## config.mk

```make
export PLATFORM = sky130hd
export DESIGN_NAME = if_id_reg
export DESIGN_NICKNAME = d
export VERILOG_FILES = /design/src/rtl/if_id_reg.sv
export SDC_FILE = /design/constraint.sdc
export NUM_CORES = 1
export LEC_CHECK = 0
export BUFFER_PORTS_ARGS = -buffer_cell sky130_fd_sc_hd__buf_2
export CAP_MARGIN = 30
export CELL_PAD_IN_SITES_DETAIL_PLACEMENT = 2
export CELL_PAD_IN_SITES_GLOBAL_PLACEMENT = 2
export CORE_ASPECT_RATIO = 0.7
export CORE_MARGIN = 5
export CORE_UTILIZATION = 27
export CTS_BUF_LIST = sky130_fd_sc_hd__clkbuf_16
export DETAILED_ROUTE_END_ITERATION = 6
export PLACE_DENSITY = 0.95
export RECOVER_POWER = 50
export SYNTH_ARGS = -nofsm -noshare
export SYNTH_HDL_FRONTEND = slang
export SYNTH_SLANG_ARGS = --single-unit
```

## constraint.sdc

```tcl
create_clock -name clk -period 3.4 [get_ports clk]
set_input_delay 0.68 -clock clk [delete_from_list [all_inputs] [get_ports clk]]
set_output_delay 0.68 -clock clk [all_outputs]
set_load 0.02 [all_outputs]
```

## src/rtl/if_id_reg.sv

```systemverilog
// IF/ID pipeline register: holds, flushes or loads the fetched instruction.
// Optional fetch address-error check is enabled by defining IF_ID_FETCH_EXC_EN.
module if_id_reg (
  input  logic        clk,
  input  logic        reset,
  input  logic        stall,
  input  logic        xstall,
  input  logic        flush,
  input  logic [31:0] instr_f,
  input  logic [31:0] pc_f,
  input  logic        is_jump_d,
  output logic [31:0] instr_d,
  output logic [31:0] pc_d,
  output logic [31:0] pc8_d,
  output logic        bd_d,
  output logic [4:0]  exccode_d,
  output logic        valid_d
);

  localparam logic [31:0] PC_RESET = 32'h0000_3000;
  localparam logic [31:0] PC_LO    = 32'h0000_3000;
  localparam logic [31:0] PC_HI    = 32'h0000_4FFC;
  localparam logic [4:0]  EXC_ADEL = 5'd4;
  localparam logic [31:0] NOP      = 32'h0000_0000;

  typedef struct packed {
    logic [31:0] instr;
    logic [31:0] pc;
    logic [31:0] pc8;
    logic        bd;
    logic [4:0]  exc;
    logic        valid;
  } if_id_t;

  if_id_t      r_q;
  if_id_t      w_load;
  if_id_t      w_bubble;
  if_id_t      w_rst;
  logic        w_hold;
  logic        w_adel;
  logic [31:0] w_pc8;

  assign w_hold = stall | xstall;
  assign w_pc8  = pc_f + 32'd8;

`ifdef IF_ID_FETCH_EXC_EN
  assign w_adel = (pc_f[1:0] != 2'b00)
                | (pc_f < PC_LO)
                | (pc_f > PC_HI);
`else
  assign w_adel = 1'b0;
`endif

  // A faulting fetch is turned into a nop that carries AdEL down the pipe.
  always_comb begin
    w_load       = '0;
    w_load.instr = w_adel ? NOP : instr_f;
    w_load.pc    = pc_f;
    w_load.pc8   = w_pc8;
    w_load.bd    = is_jump_d;
    w_load.exc   = w_adel ? EXC_ADEL : 5'd0;
    w_load.valid = 1'b1;
  end

  always_comb begin
    w_bubble       = '0;
    w_bubble.instr = NOP;
    w_bubble.pc    = pc_f;
    w_bubble.pc8   = w_pc8;
  end

  always_comb begin
    w_rst     = '0;
    w_rst.pc  = PC_RESET;
    w_rst.pc8 = PC_RESET + 32'd8;
  end

  always_ff @(posedge clk) begin
    if (reset) begin
      r_q <= w_rst;
    end else if (flush) begin
      r_q <= w_bubble;
    end else if (!w_hold) begin
      r_q <= w_load;
    end
  end

  assign instr_d   = r_q.instr;
  assign pc_d      = r_q.pc;
  assign pc8_d     = r_q.pc8;
  assign bd_d      = r_q.bd;
  assign valid_d   = r_q.valid;
`ifdef IF_ID_FETCH_EXC_EN
  assign exccode_d = r_q.exc;
`else
  assign exccode_d = 5'd0;
`endif

endmodule

```

==> results.py <==
metrics = {
    "timing": {
        "fmax_mhz": 460,
        "skew_ns": 0,
        "fin_crit_sh_pct": 63.9,
        "slew_headroom_pct": 36.0,
        "hold_viol": 0,
        "rsz0062_at_grt": "false",
        "worstMarginPinSlew_ns": 0.961,
        "post-route-min-period_ns": 2.17,
        "setup_viol": 0,
        "slew_violations": 0,
        "setup_tns_ns": 0,
    },
    "global_route": {
        "antenna_found_initial": 1,
        "grt_pass1_wl_um": 25100,
        "track_usage_pct": 18.6,
        "grt-ovfl-total": 0,
        "grt_pass1_vias": 4457,
        "grt_max_degree": 42,
    },
    "status": {
        "status": "complete, no violations",
    },
    "final_layout": {
        "layout.nets": 703,
        "drive_above_1_share_pct": 15.3,
        "fin_cells": 827,
        "final_common_cell": "nand2_1",
        "area_delta_synth_final_pct": 28.7,
        "mostFrequentLayoutCells": "142 x nand2_1, 96 x clkbuf_1, 95 x dfxtp_1, 71 x buf_2, 66 x a21oi_1",
    },
    "yosys": {
        "async_flop_share_pct": 0,
        "synth_cell_types": 38,
        "synth_area_um2": 3900,
        "ys_warn_count": 0,
        "ys.flop_type": "dfxtp_1",
        "synth_cells": 490,
        "syn-mean-instance-area_um2": 7.97,
        "synth-seq-area-share_pct": 48.7,
        "ys_ff_latch": 95,
        "synth_edf_count": 0,
    },
    "power": {
        "power_frac_comb_pct": 14.7,
        "switching_share_pct": 28.0,
        "vdd_drop_max_mv": 0.200,
        "p_switching_mw": 0.745,
        "leakage_nw": 1.87,
        "power.internal_mw": 1.92,
        "power.density_nw_per_um2": 530,
        "seq_power_share_pct": 45.4,
        "power_frac_clock_pct": 40.0,
    },
    "critical_path": {
        "crit_type": "in2reg",
        "rr_startpoint": "pc8_d[15]$_SDFFE_PP0P_",
        "cpPeakStageDelay_ns": 0.48,
        "critPathArrivalTime_ns": 2.43,
        "critPathMaxFanout": 12,
        "crit_path_end_kind": "flop",
        "timing.rr.end": "pc8_d[15]$_SDFFE_PP0P_",
        "rr_worst_depth": 2,
        "crit_chain": "buf_2, ha_1, and3_1, nand3_2, or4_1, a311oi_1",
        "startpoint_type": "input port",
        "rrSetupSlack_ns": 2.60,
        "crit_slowest_cell": "or4_1",
        "critPathRequiredTime_ns": 3.66,
    },
    "drt": {
        "drt_wl_total_um": 16200,
        "antenna_left": 0,
        "post_drt_wl_per_cell_um": 19.6,
        "drt_iter0_drc": 199,
        "route.detailed.drc": 0,
        "dr.pass1.iters": 4,
        "vias_per_cell": 5.00,
        "vias": 4132,
    },
    "cts": {
        "clockBufferDepth": 2,
        "clock_latency_ns": 0.35,
        "clockRootBuffer": "clkbuf_16",
        "hold_buffers": 0,
        "cts_sinks": 95,
        "cts_buffers": 9,
        "h-tree-depth": 3,
        "post_cts_buffers": 0,
        "clkSlewWorstSetupHoldPaths_ns": 0.06,
        "cts_tree": "yes",
        "cts_resized": 0,
    },
    "hold_path": {
        "whs_path_depth": 2,
        "hold_class": "reg2reg",
        "hold_path_end": "pc_d[11]$_SDFFE_PP0P_",
        "hold_start": "pc_d[11]$_SDFFE_PP0P_",
    },
    "floorplan": {
        "coreArea_um2": 14100,
        "die_h_um": 111,
        "dieArea_um2": 17000,
        "rows": 36,
        "die_x_um": 154,
        "io_pins": 173,
        "start_util_pct": 27.8,
    },
    "placed_design": {
        "place_congestion": 0.763,
        "dp.cells": 811,
        "port_buffers": 167,
        "hpwl_um": 12400,
    },
    "job": {
        "max_cap_violations": 0,
    },
}
-- area by class of cell --
class | count | area, um2
antenna | 1 | 2.50
clock buffer | 9 | 225
clock inverter | 6 | 78.8
fill | 1754 | 9030
multi-input combinational | 354 | 1820
sequential | 95 | 1900
tap | 190 | 238
timing repair buffer | 172 | 753
-- synthesized netlist by cell type, types with 2 or more instances --
cell type | instances | area, um2
nor3_1 | 4 | 20.0
nor4_1 | 4 | 25.0
a21oi_1 | 66 | 330
nand4_1 | 7 | 43.8
xor2_1 | 8 | 70.1
o21a_1 | 2 | 15.0
or2_2 | 2 | 12.5
or3_1 | 7 | 43.8
nand3_1 | 8 | 40.0
and4_1 | 5 | 43.8
a311oi_1 | 12 | 105
nor2_1 | 31 | 116
buf_2 | 4 | 20.0
o31ai_1 | 7 | 52.6
dfxtp_1 | 95 | 1900
buf_1 | 5 | 18.8
or4_1 | 9 | 67.6
buf_4 | 9 | 67.6
clkbuf_1 | 27 | 101
a22oi_1 | 2 | 15.0
a211oi_1 | 8 | 60.1
nand2_1 | 142 | 533
xnor2_1 | 2 | 17.5
o21ai_0 | 8 | 40.0
nand3b_1 | 2 | 15.0
nor3b_1 | 2 | 15.0
-- kinds of logic (layout without fill, tap and decap cells) --
logic type | Yosys count | count (layout) | share of synthesized area (%)
buf+inv | 45 | 187 | 5.32
compound gates | 108 | 108 | 16.5
simple gates | 230 | 230 | 26.8
xor+xnor | 10 | 10 | 2.24
other cells | 1 | 6 | 0.0961
flops | 95 | 95 | 48.7
fa+ha+maj | 1 | 1 | 0.320
-- critical path, delay by kind of cell --
| kind | cells | cell delay (ns) |
|---|---|---|
| AO/OA/AOI/OAI | 1 | 0.26 |
| buffers and inverters | 1 | 0.13 |
| adder cells (fa/ha/maj) | 1 | 0.19 |
| AND/OR/NAND/NOR | 3 | 1.16 |
-- per-layer routing --
metal | routed length (um) | track usage (%) | vias up
li1 | - | - | 1958
met1 | 6920 | 22.4 | 2058
met2 | 8280 | 32.4 | 94
met3 | 680 | 4.34 | 22
met4 | 336 | 6.41 | 0
met5 | 0 | 0 | -
-- sequential cells by signal (all words and copies together) (netlist names) --
signal and count:
valid_d 1, bd_d 1, pc_d 32, pc8_d 29, instr_d 32
-- power by group through the flow --
stage               sequential, mW  combinational, mW  clock, mW
CTS                           1.21              0.414       1.10
detailed placement            1.23              0.411          0
finish                        1.21              0.391       1.06
global route                  1.22              0.424       1.14
floorplan                     1.30              0.155          0
global placement              1.23              0.386          0
-- through the flow --
| stage | total power [mW] | hold slack, ns | setup slack, ns | cell area [um2] | utilization [%] |
|---|---|---|---|---|---|
| after detailed placement | 1.64 | 0.444 | 0.917 | 4840 | 34.4 |
| after global placement | 1.61 | 0.437 | 1.02 | 4840 | 34.4 |
| after global routing | 2.78 | 0.479 | 1.14 | 5020 | 35.7 |
| after CTS | 2.72 | 0.458 | 1.27 | 5140 | 36.6 |
| final | 2.66 | 0.454 | 1.23 | 5020 | 35.7 |
| after floorplan | 1.46 | 0.530 | 1.37 | 3920 | - |
-- how the worst max path moves through the flow --
stage / start / slack [ns] / endpoint
3_5_place_dp: pc_f[3] / 0.92 / pc8_d[25]$_SDFFE_PP0P_
5_1_grt: pc_f[4] / 1.14 / pc8_d[17]$_SDFFE_PP0P_
2_1_floorplan: pc_f[3] / 1.37 / pc8_d[17]$_SDFFE_PP0P_
4_1_cts: pc_f[3] / 1.27 / pc8_d[25]$_SDFFE_PP0P_
3_3_place_gp: pc_f[18] / 1.02 / pc8_d[25]$_SDFFE_PP0P_
6_report: pc_f[3] / 1.23 / pc8_d[29]$_SDFFE_PP0P_
No activity file was read; power rests on OpenSTA's default activity.
